$ cat src/rtl/eu_iqueue_banked.sv
// eu_iqueue_banked: in-order issue queue for one execution unit.
// Entries are spread round-robin over NUM_BANKS single-write FIFO banks, so a
// dispatch batch of up to DISPATCH_WIDTH entries lands in distinct banks in a
// single cycle. Global order is kept by reading the banks in the same
// round-robin sequence. The head entry is presented combinationally (fall-through).
module eu_iqueue_banked #(
    parameter int NUM_BANKS       = 4,
    parameter int LOG2_BANK_DEPTH = 4,
    parameter int DISPATCH_WIDTH  = 4,
    parameter int ENTRY_WIDTH     = 64,
    parameter int EUIDX_WIDTH     = 2,
    parameter int EU_IDX          = 0,
    localparam int CAPACITY       = NUM_BANKS * (2 ** LOG2_BANK_DEPTH),
    localparam int OCC_W          = $clog2(CAPACITY + 1)
) (
    input  logic                                  clk,
    input  logic                                  reset_n,
    input  logic [DISPATCH_WIDTH*ENTRY_WIDTH-1:0] disp_entry_i,
    input  logic [DISPATCH_WIDTH-1:0]             disp_valid_i,
    input  logic [DISPATCH_WIDTH*EUIDX_WIDTH-1:0] disp_euidx_i,
    output logic                                  disp_stall_o,
    input  logic                                  flush_i,
    output logic [ENTRY_WIDTH-1:0]                out_entry_o,
    output logic                                  out_valid_o,
    input  logic                                  out_ready_i,
    output logic [OCC_W-1:0]                      occupancy_o,
    output logic [OCC_W-1:0]                      free_o,
    output logic                                  full_o,
    output logic                                  empty_o
);

    localparam int BANK_W  = $clog2(NUM_BANKS);
    localparam int DEPTH   = 2 ** LOG2_BANK_DEPTH;
    localparam int DEPTH_W = LOG2_BANK_DEPTH;
    localparam logic [OCC_W-1:0] CAP_V = OCC_W'(CAPACITY);

    // A batch must never need two writes into the same bank in one cycle.
    if (DISPATCH_WIDTH > NUM_BANKS || DISPATCH_WIDTH < 1) begin : g_bad_dispatch_width
        $error("eu_iqueue_banked: DISPATCH_WIDTH must be in 1..NUM_BANKS");
    end
    if (NUM_BANKS < 2 || (NUM_BANKS & (NUM_BANKS - 1)) != 0) begin : g_bad_num_banks
        $error("eu_iqueue_banked: NUM_BANKS must be a power of 2 and >= 2");
    end
    if (LOG2_BANK_DEPTH < 1) begin : g_bad_depth
        $error("eu_iqueue_banked: LOG2_BANK_DEPTH must be >= 1");
    end

    logic [BANK_W-1:0]      wr_bank_ptr_q, wr_bank_ptr_d;
    logic [BANK_W-1:0]      rd_bank_ptr_q, rd_bank_ptr_d;
    logic [DEPTH_W-1:0]     head_q [NUM_BANKS];
    logic [DEPTH_W-1:0]     head_d [NUM_BANKS];
    logic [DEPTH_W-1:0]     tail_q [NUM_BANKS];
    logic [DEPTH_W-1:0]     tail_d [NUM_BANKS];
    logic [OCC_W-1:0]       occ_q, occ_d;
    logic [ENTRY_WIDTH-1:0] mem_q [NUM_BANKS][DEPTH];

    logic [DISPATCH_WIDTH-1:0] lane_rel;
    logic [OCC_W-1:0]          lane_off [DISPATCH_WIDTH];
    logic [OCC_W-1:0]          n_rel;
    logic [NUM_BANKS-1:0]      bank_we;
    logic [ENTRY_WIDTH-1:0]    bank_wdata [NUM_BANKS];
    logic [BANK_W-1:0]         bank_idx;
    logic [OCC_W-1:0]          free;
    logic                      stall;
    logic                      accept;
    logic                      pop;
    logic                      empty;

    // Status derived from the registered occupancy (pre-pop view).
    assign free   = CAP_V - occ_q;
    assign empty  = (occ_q == '0);
    assign stall  = (n_rel > free) & ~flush_i;
    assign accept = ~stall & ~flush_i;
    assign pop    = ~empty & out_ready_i & ~flush_i;

    // Select lanes targeting this EU and give each its rank among them.
    always_comb begin
        n_rel    = '0;
        lane_rel = '0;
        for (int k = 0; k < DISPATCH_WIDTH; k++) begin
            lane_rel[k] = disp_valid_i[k] &
                          (disp_euidx_i[k*EUIDX_WIDTH +: EUIDX_WIDTH] == EUIDX_WIDTH'(EU_IDX));
            lane_off[k] = n_rel;
            if (lane_rel[k]) begin
                n_rel = n_rel + OCC_W'(1);
            end
        end
    end

    // Steer the j-th relevant lane to bank (wr_bank_ptr + j) when the batch is accepted.
    always_comb begin
        bank_we  = '0;
        bank_idx = '0;
        for (int b = 0; b < NUM_BANKS; b++) begin
            bank_wdata[b] = '0;
        end
        for (int k = 0; k < DISPATCH_WIDTH; k++) begin
            if (lane_rel[k] && accept) begin
                bank_idx             = wr_bank_ptr_q + lane_off[k][BANK_W-1:0];
                bank_we[bank_idx]    = 1'b1;
                bank_wdata[bank_idx] = disp_entry_i[k*ENTRY_WIDTH +: ENTRY_WIDTH];
            end
        end
    end

    // Next-state for bank pointers and occupancy; flush overrides push and pop.
    always_comb begin
        wr_bank_ptr_d = wr_bank_ptr_q;
        rd_bank_ptr_d = rd_bank_ptr_q;
        occ_d         = occ_q;
        head_d        = head_q;
        tail_d        = tail_q;
        if (flush_i) begin
            wr_bank_ptr_d = '0;
            rd_bank_ptr_d = '0;
            occ_d         = '0;
            for (int b = 0; b < NUM_BANKS; b++) begin
                head_d[b] = '0;
                tail_d[b] = '0;
            end
        end else begin
            if (accept) begin
                wr_bank_ptr_d = wr_bank_ptr_q + n_rel[BANK_W-1:0];
            end
            for (int b = 0; b < NUM_BANKS; b++) begin
                if (bank_we[b]) begin
                    tail_d[b] = tail_q[b] + DEPTH_W'(1);
                end
            end
            if (pop) begin
                head_d[rd_bank_ptr_q] = head_q[rd_bank_ptr_q] + DEPTH_W'(1);
                rd_bank_ptr_d         = rd_bank_ptr_q + BANK_W'(1);
            end
            occ_d = occ_q + (accept ? n_rel : '0) - OCC_W'(pop);
        end
    end

    // Control state; reset clears the queue asynchronously.
    always_ff @(posedge clk or negedge reset_n) begin
        if (!reset_n) begin
            wr_bank_ptr_q <= '0;
            rd_bank_ptr_q <= '0;
            occ_q         <= '0;
            for (int b = 0; b < NUM_BANKS; b++) begin
                head_q[b] <= '0;
                tail_q[b] <= '0;
            end
        end else begin
            wr_bank_ptr_q <= wr_bank_ptr_d;
            rd_bank_ptr_q <= rd_bank_ptr_d;
            occ_q         <= occ_d;
            for (int b = 0; b < NUM_BANKS; b++) begin
                head_q[b] <= head_d[b];
                tail_q[b] <= tail_d[b];
            end
        end
    end

    // Entry storage: written at each bank's tail, never reset.
    always_ff @(posedge clk) begin
        for (int b = 0; b < NUM_BANKS; b++) begin
            if (bank_we[b]) begin
                mem_q[b][tail_q[b]] <= bank_wdata[b];
            end
        end
    end

    assign out_entry_o  = mem_q[rd_bank_ptr_q][head_q[rd_bank_ptr_q]];
    assign out_valid_o  = ~empty;
    assign empty_o      = empty;
    assign full_o       = (occ_q == CAP_V);
    assign occupancy_o  = occ_q;
    assign free_o       = free;
    assign disp_stall_o = stall;

endmodule

$ cat config.mk
export PLATFORM = sky130hd
export DESIGN_NAME = eu_iqueue_banked
export DESIGN_NICKNAME = d
export VERILOG_FILES = /design/src/rtl/eu_iqueue_banked.sv
export SDC_FILE = /design/constraint.sdc
export NUM_CORES = 2
export LEC_CHECK = 0
export ABC_AREA = 1
export BUFFER_PORTS_ARGS = -buffer_cell sky130_fd_sc_hd__buf_2
export CAP_MARGIN = 40
export CELL_PAD_IN_SITES_DETAIL_PLACEMENT = 0
export CELL_PAD_IN_SITES_GLOBAL_PLACEMENT = 1
export CORE_ASPECT_RATIO = 1.25
export CORE_UTILIZATION = 25
export DETAILED_ROUTE_END_ITERATION = 10
export PLACE_DENSITY_LB_ADDON = 0.25
export SYNTH_ARGS = -nofsm -noshare
export SYNTH_HDL_FRONTEND = slang
export SYNTH_SLANG_ARGS = --single-unit
$ cat constraint.sdc
create_clock -name clk -period 8.5 [get_ports clk]
set_input_delay 1.7 -clock clk [delete_from_list [all_inputs] [get_ports clk]]
set_output_delay 1.7 -clock clk [all_outputs]
set_load 0.02 [all_outputs]
* Word level (Yosys, flattened, before mapping)
Memory sizes are Yosys's and may differ from the RTL's.
Index checks and enable logic that the tools add are counted.
** Word-level totals
- Flip-flop bits (word level) :: 43
- RAM bits :: 4096
- Bits of input ports :: 272
- Word-level logic and storage cells :: 179
- Memories kept :: 1
** Operators by class
- Add/subtract/negate cells :: 16
- Magnitude comparators :: 28
- Equality and inequality tests :: 1
- Muxes and demuxes :: 69
- Bitwise gates (word level) :: 25
- Reductions and logical operators :: 28
** Memories
- mem_q :: words 4, width 1024, rd ports 1, clocked after Yosys merged registers in 0, write ports 4, RTL line 55 : logic [ENTRY_WIDTH-1:0] mem_q [NUM_BANKS][DEPTH];
** Operators by type and width (number)
- 1024-bit 2-to-1 mux :: 4
- 64-bit demux with 4-bit select :: 4
- 256-bit 2-to-1 mux :: 4
- 256-bit bitwise mux :: 3
- 64-bit 2-to-1 mux :: 10
- 64-bit demux with 2-bit select :: 4
- 256-bit AND :: 1
- 64-bit binary-select mux with 4-bit select :: 1
- 16-bit 2-to-1 mux :: 3
- 4-bit 2-to-1 mux :: 11
- 7-bit 2-to-1 mux :: 5
- 5-bit >= comparator, second input constant :: 5
- 4-bit NOT with 5-bit output :: 5
- 7-bit by 1-bit adder with 7-bit output, second input constant :: 3
- 4-bit by 1-bit adder with 4-bit output, second input constant :: 5
- 5-bit by 1-bit less-than comparator with 1-bit output, second input constant :: 4
- 1-bit logical AND :: 17
- 16-bit bitwise mux :: 1
- 3-bit >= comparator, second input constant :: 5
- 3-bit by 1-bit less-than comparator with 1-bit output, second input constant :: 5
- 2-bit NOT with 3-bit output :: 5
- 2-bit by 3-bit less-than comparator with 1-bit output, second input constant :: 4
- 4-bit bitwise OR :: 3
- 2-bit nonzero test :: 6
- 17 further kinds :: 49

* Logic depth before layout (Yosys ltp)
- Depth in word-level cells :: 23
- Depth in mapped cells :: 29
- Mapped depth without buffers :: 29

* Worst setup path after synthesis
OpenSTA, ideal clock, no wires.
- Path type :: in2reg
- Start :: input disp_euidx_i[1]
- End :: memory mem_q[1][576] (netlist bit), enable pin
- Arrival time :: 8.702 ns
- Required time :: 7.935 ns
- Setup slack :: -0.767 ns
- Stages :: 21
- Path buffers :: 2
- Cell sequence :: nor2_1 > nand2_1 > ha_1 > or2_2 > nand2_1 > inv_1 > ha_1 > nand2_1 > o21ai_0 > ha_1 > nand3_1 > nand2_1 > nand2_1 > a21oi_2 > nand2_4 > buf_6 > nand4_1 > nand2_1 > nor2_2 > buf_2 > nor3_1
** RTL lines
- start: declaration :: RTL line 20 : input logic [DISPATCH_WIDTH*EUIDX_WIDTH-1:0] disp_euidx_i,
- end: declaration :: RTL line 55

* Worst setup path after layout
- Start :: register rd_bank_ptr_q[0]
- End :: output out_entry_o[48]
** Between the ends
- Cells in the longest elaborated chain, start to end :: 8
** Ends and longest elaborated chain
- start: declaration :: RTL line 49 : logic [BANK_W-1:0] rd_bank_ptr_q, rd_bank_ptr_d;
- start signal: assignment :: RTL line 150 : rd_bank_ptr_q <= rd_bank_ptr_d;
- 2-bit NOT with 3-bit output (implied by the code) :: RTL line 168 : assign out_entry_o = mem_q[rd_bank_ptr_q][head_q[rd_bank_ptr_q]];
- 4-bit binary-select mux with 2-bit select :: RTL line 168
- 4-bit 2-to-1 mux (implied by the code) (2 in a row) :: RTL line 168
- 4-bit NOT with 5-bit output (implied by the code) :: RTL line 168
- 64-bit binary-select mux with 4-bit select * :: RTL line 168
- 64-bit 2-to-1 mux (implied by the code) * (2 in a row) :: RTL line 168
- end: declaration :: RTL line 23 : output logic [ENTRY_WIDTH-1:0] out_entry_o,
Every way passes the cells marked *; elsewhere a longest branch is shown, timed or not. The select of a mux whose other input is x is not followed.

==> summary.md <==
| Metric | Value |
|---|---|
| Clk pin slew, worst setup/hold paths | `approximately 0.060 ns` |
| Routed WL per cell | `34.03 µm` |
| Root Driver | `clkbuf_16` |
| Final setup margin | `0.8582 ns` |
| Worst-Margin Slew | `1.266 ns` |
| Final-stage net count | `between 15000 and 20000` |
| Hold-fix buffers, CTS | `0` |
| Cell Pwr Density | `between 200 and 300 nW/µm²` |
| Antenna-violating nets left | `0` |
| Port Buffers | `between 300 and 400` |
| Fmax | `roughly 0.13 GHz` |
| CP Data Arrival Time | `5.94 ns` |
| Endpoint class of the critical path | `output port` |
| Post-Place Cells | `23310` |
| Number of DRC markers in iteration 0 | `about 17000` |
| H-tree depth | `5` |
| GRT Util Overall | `0.2275` |
| TritonCTS Buffers | `443` |
| Setup Buffers After CTS | `0` |
| Syn nets | `~15000` |
| Core area | `between 600000 and 700000 µm²` |
| Hold path depth | `2` |
| Vias | `129000` |
| First-pass GRT wire length | `around 1100 mm` |
| Post-synthesis cell count | `approximately 15000` |
| Endpoint, Worst Hold | `head_q[11]` |
| Post-cts sizing count | `0` |
| TritonCTS clock tree | `yes` |
| TNS Setup | `0 ns` |
| Final setup fails | `0` |
| Critical R2R Capture | `mem_q[1][860]` |
| Setup slack at placement | `roughly 1.4 ns` |
| Starting Density | `0.2514` |
| Number of synthesized register bits | `between 4000 and 5000` |
| Final-report hold violation count | `0` |
| Rows | `340` |
| FILL cells | `between 70000 and 80000` |
| Req. time, crit path | `just under 7 ns` |
| Initial antenna violation count | `roughly 110` |
| RSZ-0062 raised after global routing | `no` |
| Outcome | `finished clean` |
| Async S/R FF share, synth | `0.01039` |
| Die W | `745.4 µm` |
| GP Congestion | `~0.79` |
| Ys flop type | `edfxtp_1` |
| MaxCap Viol Count | `0` |
| Crit Path Category | `flip-flop to output port` |
| TritonRoute pass-1 iters | `6` |
| Hpwl dp | `around 450 mm` |
| Boundary Pins | `~350` |
| Chip Height | `roughly 930 µm` |
| Vias per inst | `roughly 5.3` |
| Fin Clk Skew | `0.1201 ns` |
| Synth Cell Area | `about 170000 µm²` |
| Post-synth EDFFs | `around 4000` |
| Largest net degree at the start of global routing | `approximately 220` |
| Slowest CP cell | `buf_4` |
| Reg2reg start | `occupancy_o[0]` |
| CTS max path bufs | `4` |
| Die area | `about 690000 µm²` |
| Hold path start | `head_q[11]` |
| Sequential share of the synthesized area | `0.7185` |
| Worst Path Buf+Inv | `5` |
| R2r setup slk | `about 3.5 ns` |
| Non-filler cells, final | `24160` |
| Startpoint types | `flip-flop` |
| Avg Inst Size Synth | `~12 µm²` |
| Fin util | `0.2943` |
| Reg2reg path depth | `18` |
| DRT Wirelength | `slightly above 800 mm` |
| Worst vdd ir | `between 0.2 and 0.25 mV` |
| CP Cell Sequence | `inv_8 -> buf_4 -> buf_12 -> buf_4 -> o21ai_0 -> o22ai_1 -> nor2_1 -> nor2_1 -> o21ai_1 -> nand3_1 -> nand3_1 -> nand2_1 -> buf_2` |
| Worst slew margin | `0.1558` |
| GR Overflow Total | `0` |
| Hold WS | `roughly 0.52 ns` |
| Share of post-route cells with drive strength above 1 | `0.1004` |
| Residual DRC | `0` |
| Fin crit period | `approximately 7.6 ns` |
| CP max stage delay | `0.68 ns` |
| CP max FO | `roughly 110` |
| Clock latency on the worst-skew pair | `1.06 ns` |
| Vias in the first global route | `approximately 120k` |
| HP Class | `flip-flop to flip-flop` |
| Clock sinks | `approximately 4100` |
| Post-synth cell types | `38` |
| Area Overhead vs Synth | `17.10%` |
| Leak pwr | `~70 nW` |
| Final Cycle Share | `0.8990` |
| Slew Limit Fails | `0` |
| YS warnings | `0` |
| Worst path top cell family by delay | `buffers and inverters` |
==> tightest hold or removal path: stages (launching register included) <==
cell	delay, ns
dfrtp_1	0.34
nand3_1	0.07
o21ai_1	0.06
==> state kept, by name, indices dropped and copies added, names as in the netlist <==
register	count
head_q	16
rd_bank_ptr_q	2
occupancy_o	7
wr_bank_ptr_q	2
tail_q	16
mem_q	4096
==> worst max path at each step <==
stage                       to        startpoint  cells past startpoint  slack, ns
2_1_floorplan    mem_q[1][576]   disp_euidx_i[1]                     21      -0.77
5_1_grt        out_entry_o[32]  rd_bank_ptr_q[0]                     13       0.65
6_report       out_entry_o[48]  rd_bank_ptr_q[0]                     13       0.86
3_5_place_dp     mem_q[2][518]   disp_euidx_i[1]                     23       1.39
4_1_cts        out_entry_o[32]  rd_bank_ptr_q[0]                     13       0.83
3_3_place_gp     mem_q[1][848]   disp_euidx_i[1]                     24       1.20
==> cell usage in the layout, fill, tap and decap left out, types with 13 or more instances in the layout <==
master	count
a21oi_1	13
buf_12	160
buf_16	46
buf_2	353
buf_4	234
buf_8	16
bufinv_16	38
clkbuf_1	117
clkbuf_16	445
clkinv_1	103
clkinv_2	70
dfrtp_1	41
diode_2	44
edfxtp_1	4096
ha_1	46
inv_1	216
inv_6	16
nand2_1	1193
nand3_1	953
nand4_1	13
nor2_1	3109
nor2_4	48
nor3_2	18
o21ai_0	2332
o21ai_1	249
o221ai_1	511
o22ai_1	517
xor2_1	15
==> layout make-up <==
cell class / instances / area, µm² / area share
diodes: 44 / 110.1 / 0.0005445
flip-flops and latches: 4139 / 124100 / 0.6136
well taps: 9063 / 11340 / 0.05608
inverters: 234 / 985.9 / 0.004876
clock inverters: 243 / 2340 / 0.01157
multi-input cells: 9060 / 43540 / 0.2153
clock buffers: 563 / 11590 / 0.05731
repair buffers: 809 / 8233 / 0.04071
==> synthesized netlist by cell type (15+ instances only) <==
library cell,instances,share of area
nor3_1,18,0.00052
buf_1,31,0.00067
edfxtp_1,4096,0.71
clkbuf_1,651,0.014
ha_1,46,0.0033
o21ai_0,2332,0.068
xor2_1,15,0.00076
buf_4,21,0.00091
o221ai_1,511,0.026
o22ai_1,518,0.019
inv_1,222,0.0048
o21ai_1,249,0.0072
dfrtp_1,43,0.0062
nor2_1,3155,0.069
nand3_1,953,0.028
buf_2,396,0.011
nand2_1,1199,0.026
==> through the flow <==
step / total power [mW] / instance area, µm²
floorplan: 33.04 / 172700
global placement: 41.04 / 186600
detailed placement: 41.24 / 188200
CTS: 60.36 / 202100
global route: 62.09 / 202100
finish: 59.99 / 202200
==> layer usage <==
| layer | up-vias | wire length (µm) | share of wire | GRT usage |
|---|---|---|---|---|
| li1 | 53580 | - | - | - |
| met1 | 67880 | 354000 | 0.43 | 0.3169 |
| met2 | 6316 | 376100 | 0.46 | 0.3660 |
| met3 | 1184 | 65930 | 0.080 | 0.03702 |
| met4 | 22 | 25870 | 0.031 | 0.06431 |
| met5 | - | 140 | 0.00017 | 0 |
==> cell families after synthesis <==
| logic type | after synthesis | share of synthesized area |
|---|---|---|
| buf+inv | 1335 | 0.03243 |
| simple gates | 5361 | 0.1244 |
| other cells | 2 | 0.00004349 |
| flops | 4139 | 0.7185 |
| compound gates | 3629 | 0.1201 |
| xor+xnor | 21 | 0.001065 |
| fa+ha+maj | 47 | 0.003449 |
==> power breakdown <==
group	switching [mW]	leakage (nW)	total, mW	internal (mW)
Combinational	13.4	22.2	17.6	4.26
Sequential	0.118	39.0	23.1	23.0
Clock	8.54	6.79	19.3	10.8
Power figures use the tool's default switching activity.
